--- config.mk ---
export PLATFORM = sky130hd
export DESIGN_NAME = multicycle_ctrl
export DESIGN_NICKNAME = d
export VERILOG_FILES = /design/src/rtl/multicycle_pkg.sv /design/src/rtl/multicycle_decode.sv /design/src/rtl/multicycle_ctrl.sv
export SDC_FILE = /design/constraint.sdc
export NUM_CORES = 1
export LEC_CHECK = 0
export ABC_AREA = 1
export CAP_MARGIN = 20
export CORE_MARGIN = 2
export CORE_UTILIZATION = 44
export DETAILED_ROUTE_END_ITERATION = 10
export PLACE_DENSITY = 0.77
export SLEW_MARGIN = 20
export SYNTH_ARGS = -nofsm -noshare
export SYNTH_HDL_FRONTEND = slang
export SYNTH_HIERARCHICAL = 1
export SYNTH_SLANG_ARGS = --single-unit
--- constraint.sdc ---
create_clock -name clk -period 1.4 [get_ports clk]
set_input_delay 0.28 -clock clk [delete_from_list [all_inputs] [get_ports clk]]
set_output_delay 0.28 -clock clk [all_outputs]
set_load 0.02 [all_outputs]
--- src/rtl/multicycle_pkg.sv ---
// Shared definitions for the multicycle controller: FSM state enum, instruction
// classes, RV32 opcode/funct3 constants, ALU operation codes, the decoder
// output payload and a funct3-to-ALU-op helper.
package multicycle_pkg;

    localparam int unsigned XLEN     = 32;
    localparam int unsigned ALU_OP_W = 4;

    // Controller states
    typedef enum logic [2:0] {
        ST_IF  = 3'd0,
        ST_ID  = 3'd1,
        ST_EX  = 3'd2,
        ST_MEM = 3'd3,
        ST_WB  = 3'd4
    } state_t;

    // Instruction classes driving the sequencing
    typedef enum logic [2:0] {
        CLS_ALU     = 3'd0,
        CLS_LOAD    = 3'd1,
        CLS_STORE   = 3'd2,
        CLS_BRANCH  = 3'd3,
        CLS_ILLEGAL = 3'd4
    } iclass_t;

    // Opcodes
    localparam logic [6:0] OPC_R     = 7'b0110011;
    localparam logic [6:0] OPC_I_ALU = 7'b0010011;
    localparam logic [6:0] OPC_LOAD  = 7'b0000011;
    localparam logic [6:0] OPC_STORE = 7'b0100011;
    localparam logic [6:0] OPC_BRANCH = 7'b1100011;

    // funct3 values
    localparam logic [2:0] F3_ADD  = 3'b000;
    localparam logic [2:0] F3_SLL  = 3'b001;
    localparam logic [2:0] F3_SLT  = 3'b010;
    localparam logic [2:0] F3_SLTU = 3'b011;
    localparam logic [2:0] F3_XOR  = 3'b100;
    localparam logic [2:0] F3_SR   = 3'b101;
    localparam logic [2:0] F3_OR   = 3'b110;
    localparam logic [2:0] F3_AND  = 3'b111;
    localparam logic [2:0] F3_WORD = 3'b010;
    localparam logic [2:0] F3_BEQ  = 3'b000;

    // ALU operation codes
    localparam logic [ALU_OP_W-1:0] ALU_AND = 4'b0000;
    localparam logic [ALU_OP_W-1:0] ALU_OR  = 4'b0001;
    localparam logic [ALU_OP_W-1:0] ALU_ADD = 4'b0010;
    localparam logic [ALU_OP_W-1:0] ALU_SUB = 4'b0110;
    localparam logic [ALU_OP_W-1:0] ALU_SLT = 4'b0111;
    localparam logic [ALU_OP_W-1:0] ALU_SRL = 4'b1000;
    localparam logic [ALU_OP_W-1:0] ALU_SLL = 4'b1001;
    localparam logic [ALU_OP_W-1:0] ALU_SRA = 4'b1010;
    localparam logic [ALU_OP_W-1:0] ALU_XOR = 4'b1101;

    // Decoder result carried from the decode block to the sequencer
    typedef struct packed {
        logic [ALU_OP_W-1:0] alu_op;
        logic                alu_src;
        iclass_t             iclass;
    } decode_t;

    // Shared funct3 map for R and I-ALU; SUB only exists in the R form,
    // while bit 30 selects the arithmetic right shift in both forms.
    function automatic logic [ALU_OP_W-1:0] f3_to_alu_op(
        input logic [2:0] f3,
        input logic       bit30,
        input logic       is_reg
    );
        logic [ALU_OP_W-1:0] op;
        op = ALU_ADD;
        case (f3)
            F3_ADD:  op = (is_reg && bit30) ? ALU_SUB : ALU_ADD;
            F3_SLL:  op = ALU_SLL;
            F3_SLT:  op = ALU_SLT;
            F3_XOR:  op = ALU_XOR;
            F3_SR:   op = bit30 ? ALU_SRA : ALU_SRL;
            F3_OR:   op = ALU_OR;
            F3_AND:  op = ALU_AND;
            default: op = ALU_ADD;
        endcase
        return op;
    endfunction

endpackage

--- src/rtl/multicycle_decode.sv ---
// Combinational instruction decoder for the multicycle controller.
// Ports:
//   ir  - latched instruction register (only opcode, funct3 and bit 30 matter)
//   dec - ALU op, ALU operand select and instruction class
// funct3 = 011 (unsigned compare) has no ALU code, so it decodes as illegal.
module multicycle_decode
    import multicycle_pkg::*;
(
    input  logic [XLEN-1:0] ir,
    output decode_t         dec
);

    logic [6:0] opcode;
    logic [2:0] funct3;
    logic       bit30;
    logic       unused_ir_fields;

    assign opcode = ir[6:0];
    assign funct3 = ir[14:12];
    assign bit30  = ir[30];

    // Register numbers and immediates belong to the datapath
    assign unused_ir_fields = ^{ir[31], ir[29:15], ir[11:7]};

    // Opcode/funct3 to control fields
    always_comb begin
        dec.alu_op  = ALU_ADD;
        dec.alu_src = 1'b0;
        dec.iclass  = CLS_ILLEGAL;
        case (opcode)
            OPC_R: begin
                if (funct3 != F3_SLTU) begin
                    dec.iclass = CLS_ALU;
                    dec.alu_op = f3_to_alu_op(funct3, bit30, 1'b1);
                end
            end
            OPC_I_ALU: begin
                if (funct3 != F3_SLTU) begin
                    dec.iclass  = CLS_ALU;
                    dec.alu_src = 1'b1;
                    dec.alu_op  = f3_to_alu_op(funct3, bit30, 1'b0);
                end
            end
            OPC_LOAD: begin
                if (funct3 == F3_WORD) begin
                    dec.iclass  = CLS_LOAD;
                    dec.alu_src = 1'b1;
                    dec.alu_op  = ALU_ADD;
                end
            end
            OPC_STORE: begin
                if (funct3 == F3_WORD) begin
                    dec.iclass  = CLS_STORE;
                    dec.alu_src = 1'b1;
                    dec.alu_op  = ALU_ADD;
                end
            end
            OPC_BRANCH: begin
                if (funct3 == F3_BEQ) begin
                    dec.iclass = CLS_BRANCH;
                    dec.alu_op = ALU_SUB;
                end
            end
            default: begin
                dec.iclass = CLS_ILLEGAL;
            end
        endcase
    end

endmodule

--- src/rtl/multicycle_ctrl.sv ---
// Multicycle RV32 subset control unit: IF/ID/EX/MEM/WB sequencer.
// Ports:
//   clk, rst (sync, active-low)      - clock and reset
//   instr                            - instruction word, captured into IR at end of IF
//   zero                             - ALU zero flag (branch resolution in EX)
//   dmem_ack                         - data-memory completion
//   alu_op, alu_src                  - ALU control, held from EX to the final cycle
//   mem_read, mem_write              - data-memory strobes during MEM
//   mem_to_reg, reg_write            - writeback select / enable in WB
//   load_pc, pc_src                  - PC update strobe and select
//   illegal                          - one-cycle pulse for an undecodable instruction
// Outputs are decoded from the state and IR registers; pc_src and the store
// completion strobe also follow zero/dmem_ack within the same cycle.
// Build option: define MULTICYCLE_CTRL_DMEM_HANDSHAKE_EN to stall in MEM until
// dmem_ack; otherwise MEM lasts exactly one cycle and dmem_ack is ignored.
module multicycle_ctrl
    import multicycle_pkg::*;
(
    input  logic                clk,
    input  logic                rst,
    input  logic [XLEN-1:0]     instr,
    input  logic                zero,
    input  logic                dmem_ack,
    output logic [ALU_OP_W-1:0] alu_op,
    output logic                alu_src,
    output logic                mem_read,
    output logic                mem_write,
    output logic                mem_to_reg,
    output logic                reg_write,
    output logic                load_pc,
    output logic                pc_src,
    output logic                illegal
);

    state_t          state;
    state_t          state_nxt;
    logic [XLEN-1:0] ir;
    decode_t         dec;
    logic            mem_done;

    // Data-memory completion for the current MEM cycle
`ifdef MULTICYCLE_CTRL_DMEM_HANDSHAKE_EN
    assign mem_done = dmem_ack;
`else
    logic unused_dmem_ack;
    assign mem_done        = 1'b1;
    assign unused_dmem_ack = dmem_ack;
`endif

    multicycle_decode u_decode (
        .ir  (ir),
        .dec (dec)
    );

    // State and instruction register
    always_ff @(posedge clk) begin
        if (!rst) begin
            state <= ST_IF;
            ir    <= '0;
        end else begin
            state <= state_nxt;
            if (state == ST_IF) begin
                ir <= instr;
            end
        end
    end

    // Next-state sequencing
    always_comb begin
        state_nxt = ST_IF;
        case (state)
            ST_IF: state_nxt = ST_ID;
            ST_ID: state_nxt = (dec.iclass == CLS_ILLEGAL) ? ST_IF : ST_EX;
            ST_EX: begin
                case (dec.iclass)
                    CLS_ALU:   state_nxt = ST_WB;
                    CLS_LOAD,
                    CLS_STORE: state_nxt = ST_MEM;
                    default:   state_nxt = ST_IF;
                endcase
            end
            ST_MEM: begin
                if (!mem_done) begin
                    state_nxt = ST_MEM;
                end else if (dec.iclass == CLS_LOAD) begin
                    state_nxt = ST_WB;
                end else begin
                    state_nxt = ST_IF;
                end
            end
            ST_WB:   state_nxt = ST_IF;
            default: state_nxt = ST_IF;
        endcase
    end

    // Control outputs per state
    always_comb begin
        alu_op     = '0;
        alu_src    = 1'b0;
        mem_read   = 1'b0;
        mem_write  = 1'b0;
        mem_to_reg = 1'b0;
        reg_write  = 1'b0;
        load_pc    = 1'b0;
        pc_src     = 1'b0;
        illegal    = 1'b0;
        case (state)
            ST_ID: begin
                if (dec.iclass == CLS_ILLEGAL) begin
                    illegal = 1'b1;
                    load_pc = 1'b1;
                end
            end
            ST_EX: begin
                alu_op  = dec.alu_op;
                alu_src = dec.alu_src;
                if (dec.iclass == CLS_BRANCH) begin
                    load_pc = 1'b1;
                    pc_src  = zero;
                end
            end
            ST_MEM: begin
                alu_op  = dec.alu_op;
                alu_src = dec.alu_src;
                if (dec.iclass == CLS_LOAD) begin
                    mem_read = 1'b1;
                end else begin
                    mem_write = 1'b1;
                    load_pc   = mem_done;
                end
            end
            ST_WB: begin
                alu_op     = dec.alu_op;
                alu_src    = dec.alu_src;
                reg_write  = 1'b1;
                load_pc    = 1'b1;
                mem_to_reg = (dec.iclass == CLS_LOAD);
            end
            default: begin
                alu_op = '0;
            end
        endcase
    end

endmodule

After elaboration in Yosys (flattened, before gate mapping)
Index checks and enable logic that the tools add are counted.
- logic and storage cells: 59
- flip-flop bits (word level): 34
- output and inout bits: 12
- bits in latches: 0
- bits in writable memories: 0
- memories kept: 0
- bits of input ports: 36
- ROM bits: 0
- shifts and indexed selects: 0
- divide/modulo/power cells: 0
- reductions and logical operators: 5
- order comparisons: 0
- bitwise logic cells: 0
- multiply operators: 0
- add/subtract/negate cells: 0
- equality and inequality tests: 20
- muxes and demuxes: 32
- operators by type and width (operator ; number):
    $pmux W4 S7 ; 1
    $pmux W4 S6 ; 1
    $pmux W4 S5 ; 1
    $eq A3 B3 Y1 const B ; 6
    $mux W4 ; 4
    $eq A3 B2 Y1 const B ; 5
    $mux W3 ; 5
    $pmux W3 S5 ; 1
    $eq A7 B6 Y1 const B ; 2
    $mux W1 ; 12
    $pmux W3 S4 ; 1
    $eq A3 B1 Y1 const B ; 3
    $logic_not A3 Y1 ; 3
    $mux W8 ; 1
    $eq A7 B2 Y1 const B ; 1
    $eq A7 B5 Y1 const B ; 1
    $eq A7 B7 Y1 const B ; 1
    $pmux W3 S2 ; 1
    $mux W2 ; 2
    $pmux W1 S4 ; 1
    $ne A3 B2 Y1 const B ; 1
    $pmux W1 S3 ; 1
    $reduce_or A3 Y1 ; 1
    $reduce_or A2 Y1 ; 1

Logic depth before layout (Yosys ltp)
Gate-level depths: netlist (run 1).
- depth in word-level cells: 8
- mapped depth: 13
- depth with buffers taken out: 13

By module
Netlist (run 1), hierarchy kept.
- by module, submodules not included (module ; sequential area each (sq um) ; area each (sq um) ; instances ; cells each):
    multicycle_ctrl ; 700.7 ; 1456.4 ; 1 ; 192
    multicycle_decode ; 0.0 ; 269.0 ; 1 ; 54

Worst setup path after synthesis (run 1)
No wires, ideal clock.
- path type: register -> output
- from: register ir[13]
- to: output pc_src
- data required time: 1.120 ns
- arrival time: 1.625 ns
- path slack: -0.505 ns
- path buffers: 0
- stages on the path, launching flop included: 9
- path through: dfxtp_1 > inv_2 > nor2_4 > nand2_2 > inv_2 > nand3_2 > o21ai_1 > nand3_1 > nor3b_1
- RTL lines (element ; line ; RTL):
    start: declaration ; multicycle_ctrl.sv:37 ; logic [XLEN-1:0] ir;
    start signal: assignment ; multicycle_ctrl.sv:63 ; ir <= instr;
    end: declaration ; multicycle_ctrl.sv:31 ; output logic pc_src,

==> results.toml, run 1 <==
[clock_tree]
clk_latency_ps = 270
htree_levels = 1
max-clock-path-buffers = 2
cts_sinks = 14
cts_tree = "built"
holdBufCountCts = 0
path_clk_slew_ps = 90
clockRootBuffer = "clkbuf_4"
numCtsBuffers = 3

[route]
routed_via_density = 5.30
dr.pass1.iters = 4
dr_total_vias = 1309
wire_per_inst_um = 15.3
wirelength_um = 3790
route.detailed.drc = 0
drt-initial-drc-count = 59
antenna_left = 0

[timing]
min_period_over_period_pct = 156
setup_viol_count_final = 15
min_period_ps = 2190
finalWorstSetupSlack_ps = -786
rsz0062_at_grt = "yes"
finalHoldViolations = 0
relSlewSlack_pct = 77.9
slew_violations = 0
fmax_ghz = 0.457
max_slew.worst_pin.slew_ps = 330
tns_ps = -7520
fin_worst_skew_ps = 2.59

[die]
io_pins = 48
die_area_sq_mm = 0.00266
core_area_sq_mm = 0.00217
num_rows = 17
die_w_um = 51.5
die_y_um = 51.5
initial_core_util_pct = 45.8

[critical_path]
cpMostUsedCell = "nor2_4"
start_kind = "flip-flop"
worst_path_largest_cell_delay_ps = 350
worstSetupPathType = "reg -> out"
critPathRequiredTime_ps = 1120
path_max_fanout = 4
critPathSlowestCell = "dfxtp_2"
critical-path-top-delay-family = "simple AND/OR/NAND/NOR gates"
crit_path_end_kind = "output pin"
crit_buf_inv = 1
cp_cell_sequence = "nor2_4 > nand2_4 > nor2_4 > nand3_4 > o21ai_4 > nor2_4 > nand2_4 > nor2_4 > nor2_2 > nand3_2 > buf_6"
cp_data_arrival_time_ps = 1910

[layout]
area_growth_pct = 81.9
layout-drive-gt1-share_pct = 57.5
layout_commonest_cell = "buf_4"
fillers = 129
final_nets = 256
layout_common_cells = "27 x buf_4, 26 x nor2_1, 22 x buf_6"
antenna_cells = 0
stdcell_area_sq_mm = 0.00181

[pwr]
switching_share_pct = 31.0
power_leakage_uw = 0.000865
switching_power_uw = 337
power_uw = 1090
powerDensity_mw_per_mm2 = 601
p_clk_share_pct = 26.6
seqPwrFrac_pct = 42.7
ir_worst_vdd_v = 0.000639
pwr-share-comb_pct = 30.7
p_int_uw = 750

[worst_hold_path]
hold_path.class = "reg -> reg"

[placed_design]
port_buffers = 25
dp_slack_ps = -962
placed_area_sq_mm = 0.00143
gp_routability_congestion = 0.984
dp_hpwl_um = 2050

[grt]
grt_max_degree = 14
gr-total-overflow = 0
grt_usage_pct = 25.8
antenna_found_initial = 0
first_global_vias = 1221
grt_pass1_wl_um = 5100

[yosys]
avgSynthCellArea_sq_um = 6.26
synth_cells = 159
yosysWarningCount = 6
synthesis.nets = 195
netlist_area_sq_um = 995

[status]
outcome = "complete, but fails checks"
violations = "setup timing"

[flow_run]
maxCapViolCount = 0
[registers in the layout, indices dropped and copies added, names as in the netlist]
| name | count |
|---|---|
| state | 3 |
| ir | 11 |
[area by class of cell]
| cell class | count | area (sq um) | area share (%) |
|---|---|---|---|
| Tap cell | 28 | 35.0 | 1.94 |
| Timing Repair Buffer | 62 | 581 | 32.1 |
| Inverter | 27 | 119 | 6.57 |
| Clock buffer | 4 | 36.3 | 2.01 |
| Multi-Input combinational cell | 112 | 743 | 41.1 |
| Sequential cell | 14 | 295 | 16.3 |
[worst paths after layout]
path | slack [ps] | to | startpoint | depth (start not counted)
max | -790 | load_pc | ir[2] | 11
min | 500 | ir[0] | ir[0] | 2
max reg2reg | -740 | state[2] | ir[2] | 15
min reg2reg | 500 | ir[0] | ir[0] | 2
[worst reg2reg max path, delay by kind of cell (launching register included)]
family | cells | cell delay (ps)
buffers and inverters | 5 | 550
AOI/OAI and AO/OA | 1 | 300
DFF | 1 | 350
and+or+nand+nor | 9 | 850
[per-stage QoR]
stage | cells | hold slack [ps] | utilization (%)
floorplan | 159 | 430 | -
global placement | 229 | 468 | 66.1
detailed placement | 229 | 480 | 66.1
CTS | 242 | 500 | 76.3
global route | 247 | 512 | 83.4
finish | 247 | 499 | 83.4
[routing by layer]
layer	wire length, um	track usage [%]	vias to the layer above
li1	-	-	616
met1	1350	26.1	590
met2	2070	49.8	76
met3	180	4.60	27
met4	188	13.2	0
met5	0	0	-
[power groups by stage]
stage | sequential [uW] | clock, uW | combinational [uW]
finish | 465 | 289 | 334
global route | 468 | 316 | 357
CTS | 460 | 301 | 290
detailed placement | 464 | 0 | 263
global placement | 463 | 0 | 253
floorplan | 466 | 0 | 159
[what timing repair did]
action                                 in CTS  in global routing
resized for setup                         109                 34
setup endpoints to repair                  15                 15
pin swaps                                  22                 16
buffers inserted                           10                  6
endpoints found under the hold margin       0                  0
No activity file was read; power rests on OpenSTA's default activity.
==> inputs of run 2 (changes only) <==
Settings changed: GPL_TIMING_DRIVEN from default to 0, PLACE_DENSITY 0.77 to 0.82.
==> run 2 against run 1 <==
Net effect:
- the run still ends with setup timing left
- clock skew rose by 1.3 ps
- sequential power increased by 2%
- clock power grew 2%
- register-to-register slack worse by 80 ps
- total power down 2.7%
- sequential share of layout area up 1.1 points
- count of clock-buffer cells in the layout unchanged
- wire length shrank 14%
- worst setup slack worse by 79 ps
- combinational power fell by 13%
- critical endpoint unchanged
- largest power group unchanged
==> results.toml, run 2 (synthesis results as in run 1) <==
[status]
outcome = "complete, but fails checks"
violations = "setup timing"

[placed_design]
port_buffers = 25
dp_hpwl_um = 1850
gp_routability_congestion = 0.912
dp_slack_ps = -924

[clock_tree]
htree_levels = 1
path_clk_slew_ps = 80
cts_tree = "built"
numCtsBuffers = 3
cts_sinks = 14
clk_latency_ps = 290
max-clock-path-buffers = 2
clockRootBuffer = "clkbuf_4"

[critical_path]
critPathSlowestCell = "dfxtp_4"
crit_path_end_kind = "output pin"
cpMostUsedCell = "nor2_4"
worst_path_largest_cell_delay_ps = 360
timing.rr.end = "state[2]"
cp_cell_sequence = "inv_2 > nor2_4 > nand2_2 > inv_2 > nand3_4 > o21ai_4 > nor2_4 > nand2_2 > nor2_4 > nor2_2 > nand3_2 > buf_6"
r2r_slack_ps = -820
path_max_fanout = 5
crit_buf_inv = 3
worstSetupPathType = "reg -> out"
r2r_start = "ir[13]"
start_kind = "flip-flop"
cp_data_arrival_time_ps = 1980
worst_r2r_path_depth = 17
critical-path-top-delay-family = "simple AND/OR/NAND/NOR gates"
critPathRequiredTime_ps = 1120

[pwr]
p_clk_share_pct = 27.9
seqPwrFrac_pct = 44.6
pwr-share-comb_pct = 27.5
switching_share_pct = 30.7
switching_power_uw = 325
p_int_uw = 733
power_uw = 1060
ir_worst_vdd_v = 0.000556
powerDensity_mw_per_mm2 = 612
power_leakage_uw = 0.000814

[worst_hold_path]
hold_path.class = "reg -> reg"
min_from = "ir[1]"
whs_endpoint = "ir[1]"
holdPathStages = 2

[layout]
fillers = 152
regArea_sq_um = 302
layout_common_cells = "25 x nor2_1, 21 x buf_6, 15 x inv_1"
final_nets = 244
reg_top3 = "ir: 11 flops, state: 3 flops"
top_register = "ir"
multiInputGateArea_sq_um = 742
layout_commonest_cell = "nor2_1"
antenna_cells = 0
largest_reg_flops = 11
layout-drive-gt1-share_pct = 52.2
area_growth_pct = 73.7

[timing]
relSlewSlack_pct = 81.3
rsz0062_at_grt = "yes"
max_slew.worst_pin.slew_ps = 279
fmax_ghz = 0.442
setup_viol_count_final = 14
min_period_over_period_pct = 162
min_period_ps = 2260
fin_worst_skew_ps = 3.93
slew_violations = 0
tns_ps = -8690
finalHoldViolations = 0
finalWorstSetupSlack_ps = -865

[route]
dr_total_vias = 1192
antenna_left = 0
dr.pass1.iters = 4
wire_per_inst_um = 13.9
wirelength_um = 3270
routed_via_density = 5.07
drt-initial-drc-count = 39
route.detailed.drc = 0

[grt]
antenna_found_initial = 0
grt_pass1_wl_um = 4290
grt_max_degree = 10
grt_usage_pct = 21.9
first_global_vias = 1038
gr-total-overflow = 0

[die]
die_area_sq_mm = 0.00266
io_pins = 48
die_w_um = 51.5
core_area_sq_mm = 0.00217
num_rows = 17
initial_core_util_pct = 45.8
die_y_um = 51.5

[flow_run]
maxCapViolCount = 0
==> run 2: worst max-delay path by stage <==
stage | end | startpoint | slack (ps) | cells past startpoint
CTS | mem_read | ir[3] | -720 | 8
detailed placement | load_pc | ir[5] | -920 | 9
floorplan | load_pc | ir[2] | -280 | 10
global placement | load_pc | ir[5] | -890 | 9
finish | load_pc | ir[13] | -860 | 12
global route | load_pc | ir[2] | -930 | 11
==> run 2: metal layers <==
layer,up-vias,track usage [%],share of wire [%]
met5,-,0,0
met4,0,8.77,2.4
met3,10,4.31,3.3
met2,33,42.7,55
met1,558,22.3,39
li1,591,-,-
==> run 2: metrics by stage <==
| step | instance area [sq um] | hold WS, ps | util (%) | cells |
|---|---|---|---|---|
| after floorplan | 1040 | 430 | - | 159 |
| after global placement | 1330 | 464 | 61.1 | 212 |
| after detailed placement | 1330 | 479 | 61.1 | 212 |
| after CTS | 1540 | 497 | 70.9 | 226 |
| after global routing | 1730 | 511 | 79.6 | 235 |
| final | 1730 | 497 | 79.6 | 235 |
==> run 2: worst register-to-register path: cells and delay by family (launching register included) <==
family	cells	cell delay, ps
AO/OA/AOI/OAI	1	300
buffers and inverters	8	800
AND/OR/NAND/NOR	8	640
flip-flops	1	360
==> run 2: final cells by class <==
| type | count | share of cell area (%) |
|---|---|---|
| clock buffer | 4 | 2.10 |
| tap | 28 | 2.03 |
| buffer | 6 | 3.77 |
| timing repair buffer | 44 | 25.1 |
| sequential | 14 | 17.5 |
| inverter | 27 | 6.59 |
| multi-input combinational | 112 | 42.9 |
==> run 2: repair_timing <==
| item | CTS | global route |
|---|---|---|
| pin swaps | 15 | 16 |
| endpoints found under the setup margin | 15 | 15 |
| cloned | 0 | 0 |
| hold buffers | 0 | 0 |
| hold endpoints to repair | 0 | 0 |
| gates resized for setup | 97 | 40 |
| buffers inserted | 10 | 9 |
==> run 2: power groups by stage <==
stage | logic, uW | registers [uW] | clock network (uW)
6_report | 291 | 472 | 295
5_1_grt | 312 | 476 | 319
3_5_place_dp | 229 | 473 | 0
4_1_cts | 249 | 470 | 294
2_1_floorplan | 159 | 466 | 0
3_3_place_gp | 221 | 471 | 0
==> inputs of run 3 (changes only) <==
Settings changed: CAP_MARGIN 20 to 10.
==> results of run 3 <==
Same layout as run 2: the final DEF is identical, and so are final timing and power.
